### config.mk
export PLATFORM = sky130hd
export DESIGN_NAME = sub_div_ctrl_flat
export DESIGN_NICKNAME = d
export VERILOG_FILES = /design/src/rtl/sub_div_ctrl_pkg.sv /design/src/rtl/sub_div_ctrl_if.sv /design/src/rtl/sub_div_ctrl_sub.sv /design/src/rtl/sub_div_ctrl.sv /design/src/flat_wrapper.sv
export SDC_FILE = /design/constraint.sdc
export NUM_CORES = 1
export LEC_CHECK = 0
export BUFFER_PORTS_ARGS = -buffer_cell sky130_fd_sc_hd__buf_2
export CAP_MARGIN = 20
export CORE_ASPECT_RATIO = 1.25
export CORE_MARGIN = 2
export CORE_UTILIZATION = 55
export DETAILED_ROUTE_END_ITERATION = 10
export PLACE_DENSITY = 0.75
export SLEW_MARGIN = 20
export SYNTH_ARGS = -nofsm -noshare
export SYNTH_HDL_FRONTEND = slang
export SYNTH_SLANG_ARGS = --single-unit
### constraint.sdc
create_clock -name clk -period 4.05 [get_ports clk]
set_input_delay 0.81 -clock clk [delete_from_list [all_inputs] [get_ports clk]]
set_output_delay 0.81 -clock clk [all_outputs]
set_load 0.05 [all_outputs]
### src/rtl/sub_div_ctrl_pkg.sv
// Shared definitions for the sequential restoring divider: FSM state encoding.
package sub_div_ctrl_pkg;

    typedef enum logic [1:0] {
        ST_IDLE = 2'd0,
        ST_CALC = 2'd1,
        ST_FIN  = 2'd2
    } state_e;

endpackage

### src/rtl/sub_div_ctrl_if.sv
// Start/operand/result bundle between the ALU top-level (master) and the divider (slave).
interface sub_div_ctrl_if #(
    parameter int size = 4
);
    logic            start;
    logic [size-1:0] dividend;
    logic [size-1:0] divisor;
    logic            busy;
    logic            done;
    logic [size-1:0] quotient;
    logic [size-1:0] remainder;
    logic            div_by_zero;

    modport master (
        output start, dividend, divisor,
        input  busy, done, quotient, remainder, div_by_zero
    );

    modport slave (
        input  start, dividend, divisor,
        output busy, done, quotient, remainder, div_by_zero
    );
endinterface

### src/rtl/sub_div_ctrl_sub.sv
// Purely combinational subtractor: diff = a - b, c_out = 1 when no borrow (a >= b).
module sub_mod #(
    parameter int size = 5
) (
    input  logic [size-1:0] a,
    input  logic [size-1:0] b,
    output logic [size-1:0] diff,
    output logic            c_out
);
    logic [size:0] full;

    // Two's-complement subtract; the carry out of a + ~b + 1 is the no-borrow flag.
    assign full  = {1'b0, a} + {1'b0, ~b} + {{size{1'b0}}, 1'b1};
    assign diff  = full[size-1:0];
    assign c_out = full[size];
endmodule

### src/rtl/sub_div_ctrl.sv
// Restoring divider controller: one quotient bit per clock using a shared size+1 bit subtractor.
module sub_div_ctrl
    import sub_div_ctrl_pkg::*;
#(
    parameter int size = 4
) (
    input  logic          clk,
    input  logic          rst_n,
    sub_div_ctrl_if.slave bus
);
    localparam int              CW           = $clog2(size + 1);
    localparam logic [size-1:0] DBZ_QUOTIENT = '1;

    state_e          state, state_next;
    logic [size-1:0] q_reg, d_reg;
    logic [size-1:0] r_reg;
    logic [CW-1:0]   count;
    logic [size:0]   t_val, diff;
    logic [size-1:0] r_next, q_next;
    logic            c_out;
    logic            accept, last_iter, busy, done;
    logic [size-1:0] quotient, remainder;
    logic            div_by_zero;
    logic            unused_diff_msb;

    assign accept    = (state == ST_IDLE) && bus.start;
    assign last_iter = (state == ST_CALC) && (count == CW'(1));

    // Shifted partial remainder; only the compare needs the extra bit, the result always fits size bits.
    assign t_val           = {r_reg, q_reg[size-1]};
    assign r_next          = c_out ? diff[size-1:0] : t_val[size-1:0];
    assign q_next          = {q_reg[size-2:0], c_out};
    assign unused_diff_msb = diff[size];

    sub_mod #(size + 1) u_sub (
        .a    (t_val),
        .b    ({1'b0, d_reg}),
        .diff (diff),
        .c_out(c_out)
    );

    // NOTE: sequential state uses non-blocking assignments so all registers update together at the edge.
    always_ff @(posedge clk or negedge rst_n) begin
        if (!rst_n) state <= ST_IDLE;
        else        state <= state_next;
    end

    always_comb begin
        // NOTE: default assignment first so no path leaves state_next unassigned (no latch).
        state_next = state;
        unique case (state)
            ST_IDLE: if (bus.start) state_next = (bus.divisor == '0) ? ST_FIN : ST_CALC;
            ST_CALC: if (count == CW'(1)) state_next = ST_FIN;
            ST_FIN:  state_next = ST_IDLE;
            default: state_next = ST_IDLE;
        endcase
    end

    always_comb begin
        busy = 1'b0;
        done = 1'b0;
        unique case (state)
            ST_CALC: busy = 1'b1;
            ST_FIN:  done = 1'b1;
            default: ;
        endcase
    end

    // NOTE: every datapath register is reset; there is no memory array here, so nothing is left unreset.
    always_ff @(posedge clk or negedge rst_n) begin
        if (!rst_n) begin
            q_reg       <= '0;
            d_reg       <= '0;
            r_reg       <= '0;
            count       <= '0;
            quotient    <= '0;
            remainder   <= '0;
            div_by_zero <= 1'b0;
        end else if (accept) begin
            if (bus.divisor == '0) begin
                quotient    <= DBZ_QUOTIENT;
                remainder   <= bus.dividend;
                div_by_zero <= 1'b1;
            end else begin
                q_reg       <= bus.dividend;
                d_reg       <= bus.divisor;
                r_reg       <= '0;
                count       <= CW'(size);
                div_by_zero <= 1'b0;
            end
        end else if (state == ST_CALC) begin
            r_reg <= r_next;
            q_reg <= q_next;
            count <= count - 1'b1;
            // Publish the final bit in the same edge so results are valid on entry to FIN.
            if (last_iter) begin
                quotient  <= q_next;
                remainder <= r_next;
            end
        end
    end

    assign bus.busy        = busy;
    assign bus.done        = done;
    assign bus.quotient    = quotient;
    assign bus.remainder   = remainder;
    assign bus.div_by_zero = div_by_zero;
endmodule

### src/flat_wrapper.sv
// flat-port wrapper written by rule: the top's interface ports become plain ports
module sub_div_ctrl_flat import sub_div_ctrl_pkg::*;
#(
    parameter int size = 4
)
  (clk, rst_n, bus_start, bus_dividend, bus_divisor, bus_busy, bus_done, bus_quotient, bus_remainder, bus_div_by_zero);
  sub_div_ctrl_if #(.size(size)) bus_i ();
  input  logic clk;
  input  logic rst_n;
  input wire logic [$bits(bus_i.start)-1:0] bus_start;
  input wire logic [$bits(bus_i.dividend)-1:0] bus_dividend;
  input wire logic [$bits(bus_i.divisor)-1:0] bus_divisor;
  output wire logic [$bits(bus_i.busy)-1:0] bus_busy;
  output wire logic [$bits(bus_i.done)-1:0] bus_done;
  output wire logic [$bits(bus_i.quotient)-1:0] bus_quotient;
  output wire logic [$bits(bus_i.remainder)-1:0] bus_remainder;
  output wire logic [$bits(bus_i.div_by_zero)-1:0] bus_div_by_zero;
  assign bus_i.start = bus_start;
  assign bus_i.dividend = bus_dividend;
  assign bus_i.divisor = bus_divisor;
  assign bus_busy = bus_i.busy;
  assign bus_done = bus_i.done;
  assign bus_quotient = bus_i.quotient;
  assign bus_remainder = bus_i.remainder;
  assign bus_div_by_zero = bus_i.div_by_zero;
  sub_div_ctrl #(.size(size)) u_core (.clk(clk), .rst_n(rst_n), .bus(bus_i));
endmodule
== Yosys cells after proc, flatten, opt, wreduce, memory -nomap -nowiden ==
Cells that the tools add are included.
Operators by class
  $add $sub $neg: 3
  equal/unequal tests: 7
  muxes and demuxes: 25
  bitwise operators: 2
  reduce and logical (&&, ||, !) cells: 10
Operators with widths (count)
  4-bit 2-to-1 mux: 15
  3-bit 2-to-1 mux: 3
  2-bit != test, second input constant: 4
  5-bit by 5-bit adder with 6-bit output: 1
  6-bit by 1-bit adder with 6-bit output, second input constant: 1
  2-bit 2-to-1 mux: 3
  2-bit AND reduction: 3
  4-bit inverter with 5-bit output: 1
  4-bit logical NOT: 1
  2-bit one-hot mux with 2 select lines: 1
  2-bit nonzero test: 2
  3-bit by 1-bit equality test with 1-bit output, second input constant: 1
  1-bit 2-to-1 mux: 3
  3-bit AND reduction: 1
  3-bit by 1-bit subtractor with 3-bit output, second input constant: 1
  2-bit by 1-bit equality test with 1-bit output, second input constant: 1
  2-bit equality test, second input constant: 1
  1-bit logical AND: 2
  2-bit logical NOT: 1
  1-bit inverter: 1
Storage, ports and cells
  flip-flop bits (word level): 26
  input port bits: 11
  output and inout port bits: 11
  logic and storage cells: 55

== Logic depth before layout (Yosys ltp) ==
  word-level depth: 7
  mapped depth: 8
  mapped depth without buffers: 7

== Cells and area by module ==
From an unflattened synthesis, not the netlist that was laid out.
Unflattened totals
  cell total of the unflattened synthesis: 133
  area total of the unflattened synthesis: 1382.6 µm²
Modules (own cells, without submodules)
  sub_div_ctrl: times used 1, cells each 104, area an instance 1177.4 µm², seq. area each 650.6 µm²
  sub_mod: times used 1, cells each 29, area an instance 205.2 µm², seq. area each 0.0 µm²

== Least setup slack after synthesis ==
No wires, ideal clock.
  kind: input to register
  from: input port bus_divisor[3]
  to: register u_core.r_reg[0]
  setup time: 0.125 ns
  data arrival time: 1.782 ns
  required time: 3.925 ns
  setup slack: 2.143 ns
  stages on the path: 4
  path buffers: 0
  path through: nor4_2 -> nand2b_1 -> nand2_2 -> mux2_4
On the way
  word-level cells in the longest chain between the ends: 3
RTL lines
  start, declared: line flat_wrapper.sv:12  | input wire logic [$bits(bus_i.divisor)-1:0] bus_divisor;
  4-bit logical NOT: line sub_div_ctrl.sv:80  | if (bus.divisor == '0) begin
  2-bit != test (no line)
  2-bit AND reduction (no line)
  end signal, assigned: line sub_div_ctrl.sv:92  | r_reg <= r_next;
  end, declared: line sub_div_ctrl.sv:16  | logic [size-1:0] r_reg;
No other way between the ends.
A chain may end at the register's enable or synchronous reset.

== Final worst setup path ==
  from: register u_core.state[1]
  to: output port bus_busy
On the way
  word-level cells in the longest chain between the ends: 2
RTL lines
  start, declared: line sub_div_ctrl.sv:14  | state_e state, state_next;
  start signal, assigned: line sub_div_ctrl.sv:45  | else state <= state_next;
  2-bit by 1-bit equality test with 1-bit output: line sub_div_ctrl.sv:62  | unique case (state)
  1-bit 2-to-1 mux: line sub_div_ctrl.sv:62
  end, declared: line flat_wrapper.sv:13  | output wire logic [$bits(bus_i.busy)-1:0] bus_busy;
No other way between the ends.

==> qor.json <==
{
  "crit_path_end_kind": "primary output",
  "post_drt_wl_per_cell_um": 13.8,
  "finalHoldViolCount": 0,
  "final_design_area_no_fill_sq_um": 1450,
  "clk_root_buffer_cell": "sky130_fd_sc_hd__clkbuf_4",
  "die_area_sq_um": 2750,
  "arrival_ps": 1450,
  "drcViolationCount": 0,
  "netlist_instances": 128,
  "fp.dieH_um": 58.1,
  "htree_num_levels": 1,
  "post_synth_instance_area_sq_um": 1290,
  "worst_setup_hold_path_clk_slew_ps": 130,
  "setup_repair_after_global_routing_missed_its_margin": "no",
  "fin_worst_hold_slack_ps": 456,
  "drt_first_iter_violations": 17,
  "status": "completed",
  "cp.required_ps": 3240,
  "critical_path.max_fanout": 5,
  "number_of_enable_flip_flop_cells_after_synthesis": 0,
  "postSynthAreaPerCell_sq_um": 10.1,
  "pin_count_of_the_biggest_net_entering_global_routing": 27,
  "postCtsSetupRepairBufs": 0,
  "first_global_vias": 969,
  "cts_tree": "yes",
  "grt_remaining_overflow": 0,
  "tritoncts.num_buffers": 3,
  "worst_path_largest_cell_delay_ps": 430,
  "gr-usage-met2_pct": 33.6,
  "fin_cells": 181,
  "antenna_violating_nets_post_route": 0,
  "dominantRegCellSynth": "sky130_fd_sc_hd__dfrtp_1",
  "placedCellCount": 177,
  "finalWirelength_um": 2500,
  "groute.layer.met3.usage_pct": 4.67,
  "dp_hpwl_um": 1920,
  "portBuffers": 21,
  "global_route.usage.total_pct": 21.2,
  "die-width_um": 47.3,
  "fillCellCount": 195,
  "synthToLayoutAreaGrowth_pct": 12.4,
  "placement.cell_area_sq_um": 1410,
  "cp_cell_instances": "nand2b_1 -> inv_1 -> buf_2",
  "critical_path.slowest_cell": "sky130_fd_sc_hd__dfrtp_1",
  "nNetsFinal": 169,
  "timing_worst_setup_path_type": "reg2out",
  "io-pin-count": 22,
  "mappedNetlistNets": 146,
  "cap_violations": 0,
  "timing.final.crit_period_ps": 2260,
  "critPathTopFamily": "buffers and inverters",
  "postSynthRegisterBits": 26,
  "cts-root-to-sink-buffers": 2,
  "worst-path-buf-inv": 2,
  "postSynth.asyncResetShare_pct": 100,
  "timing.clock.skew_ps": 1.94,
  "seq_area_frac_synth_pct": 50.5,
  "worst_setup_path_start_kind": "flip-flop",
  "clock_latency_on_the_worst_skew_pair_ps": 320,
  "grt_pass1_wl_um": 4150,
  "vias_per_cell": 5.45,
  "post_cts_sizing": 0,
  "grtUsageMet1_pct": 26.8,
  "setup_viol": 0,
  "vias": 986,
  "regToRegSetupSlack_ps": 2020,
  "globalRoute.busiestLayer": "met2",
  "initial_util_pct": 58.3,
  "timing_max_transition_violations_final": 0,
  "detail_route.first_pass.iterations": 4,
  "layout_worst_path_cycle_share_pct": 55.7,
  "number_of_different_library_cells_in_the_post_synthesis_netlist": 34,
  "cell_types_occupying_the_most_area_after_synthesis": "sky130_fd_sc_hd__dfrtp_1 50%, sky130_fd_sc_hd__nand2_1 7.3%, sky130_fd_sc_hd__ha_1 5.8%",
  "fin_setup_tns_ps": 0,
  "worst_slew_margin_rel_pct": 50.1,
  "timing.hold.worst.class": "in2async",
  "synth_largest_area_cell": "sky130_fd_sc_hd__dfrtp_1",
  "clock_sink_count": 26,
  "drive_gt1_share_pct": 22.0,
  "ys.warnings.count": 0,
  "design.core.area_sq_um": 2210,
  "worst_pin_slew_ps": 745,
  "fp-row-count": 19,
  "antennaDiodeCount": 0,
  "grt_antenna_before_repair": 0,
  "place.gp.congestion": 0.787,
  "synth_largest_type_area_fraction_pct": 50.5,
  "cts_hold_repair_buffers": 0,
  "fmaxAchievable_mhz": 443
}
==> cells in the final DEF (no fill, tap or decap) <==
cell                        n
sky130_fd_sc_hd__nor4_2     1
sky130_fd_sc_hd__nand2_1   25
sky130_fd_sc_hd__dfrtp_1   26
sky130_fd_sc_hd__buf_2     21
sky130_fd_sc_hd__nor3b_2    1
sky130_fd_sc_hd__o22ai_1    1
sky130_fd_sc_hd__a21oi_1    2
sky130_fd_sc_hd__nor2_2     1
sky130_fd_sc_hd__mux2_2     1
sky130_fd_sc_hd__o21a_1     1
sky130_fd_sc_hd__o31a_1     1
sky130_fd_sc_hd__xnor2_1    1
sky130_fd_sc_hd__o22a_1     5
sky130_fd_sc_hd__a211o_1    1
sky130_fd_sc_hd__mux2_4     2
sky130_fd_sc_hd__a31oi_1    6
sky130_fd_sc_hd__or3b_1     1
sky130_fd_sc_hd__nor4b_1    1
sky130_fd_sc_hd__mux2i_1    1
sky130_fd_sc_hd__and3_1     1
sky130_fd_sc_hd__nor4_1     1
sky130_fd_sc_hd__clkbuf_8   1
sky130_fd_sc_hd__inv_1      8
sky130_fd_sc_hd__nor3_1     1
sky130_fd_sc_hd__ha_1       6
sky130_fd_sc_hd__nor2_1    11
sky130_fd_sc_hd__nand2b_4   1
sky130_fd_sc_hd__nor2b_1    3
sky130_fd_sc_hd__nand2_2    1
sky130_fd_sc_hd__fa_1       1
sky130_fd_sc_hd__nand2b_1   2
sky130_fd_sc_hd__or4_1      1
sky130_fd_sc_hd__o21ai_0    9
sky130_fd_sc_hd__clkbuf_4   3
sky130_fd_sc_hd__o21ai_1    1
==> final timing paths <==
| kind | start | endpoint | depth (start not counted) |
|---|---|---|---|
| min reg2reg | u_core.bus.quotient[2] | u_core.bus.quotient[2] | 1 |
| max in group asynchronous | rst_n | u_core.bus.remainder[1] | 1 |
| min in group clk | u_core.bus.quotient[2] | u_core.bus.quotient[2] | 1 |
| max reg2reg | u_core.r_reg[0] | u_core.r_reg[0] | 6 |
| min | rst_n | u_core.state[0] | 1 |
| max | u_core.state[1] | bus_busy | 3 |
==> metrics by stage <==
stage	util [%]	worst slack (ps)
finish	65.5	1790
global route	65.5	1720
CTS	65.5	1800
detailed placement	63.9	1650
global placement	63.9	1680
floorplan	-	2140
==> routing by layer <==
| layer | wire length (um) | part of all wire (%) | vias up |
|---|---|---|---|
| met5 | 0 | 0 | - |
| met2 | 1300 | 52 | 24 |
| met1 | 1040 | 42 | 473 |
| met3 | 102 | 4.1 | 6 |
| li1 | - | - | 483 |
| met4 | 61 | 2.4 | 0 |
==> cell type report <==
type,count,area [sq um],area share (%)
Clock buffer,4,36.3,2.50
Inverter,8,30.0,2.07
Multi-Input combinational cell,91,588,40.6
Sequential cell,26,651,44.9
Tap cell,31,38.8,2.68
Timing Repair Buffer,21,105,7.25
==> cell families after synthesis <==
| kind of cell | count (synthesis) | share of synthesized area, % |
|---|---|---|
| muxes | 4 | 3.98 |
| adders and majority gates | 7 | 7.38 |
| and+or+nand+nor | 52 | 20.2 |
| buffers and inverters | 11 | 3.88 |
| AOI/OAI and AO/OA | 27 | 13.4 |
| DFF | 26 | 50.5 |
| xor gates and xnor gates | 1 | 0.680 |
==> Yosys cell counts, drive strengths merged, types with 2 or more instances <==
| library cell | n |
|---|---|
| buf | 3 |
| nand2b | 3 |
| a31oi | 6 |
| nor2 | 12 |
| inv | 8 |
| nand2 | 26 |
| o21ai | 10 |
| o22a | 5 |
| nor2b | 3 |
| dfrtp | 26 |
| mux2 | 3 |
| nor4 | 2 |
| ha | 6 |
| a21oi | 2 |
Power is left out: the tool's default activity adds up to more than one toggle a clock period on the data nets, which glitch-free logic cannot reach.
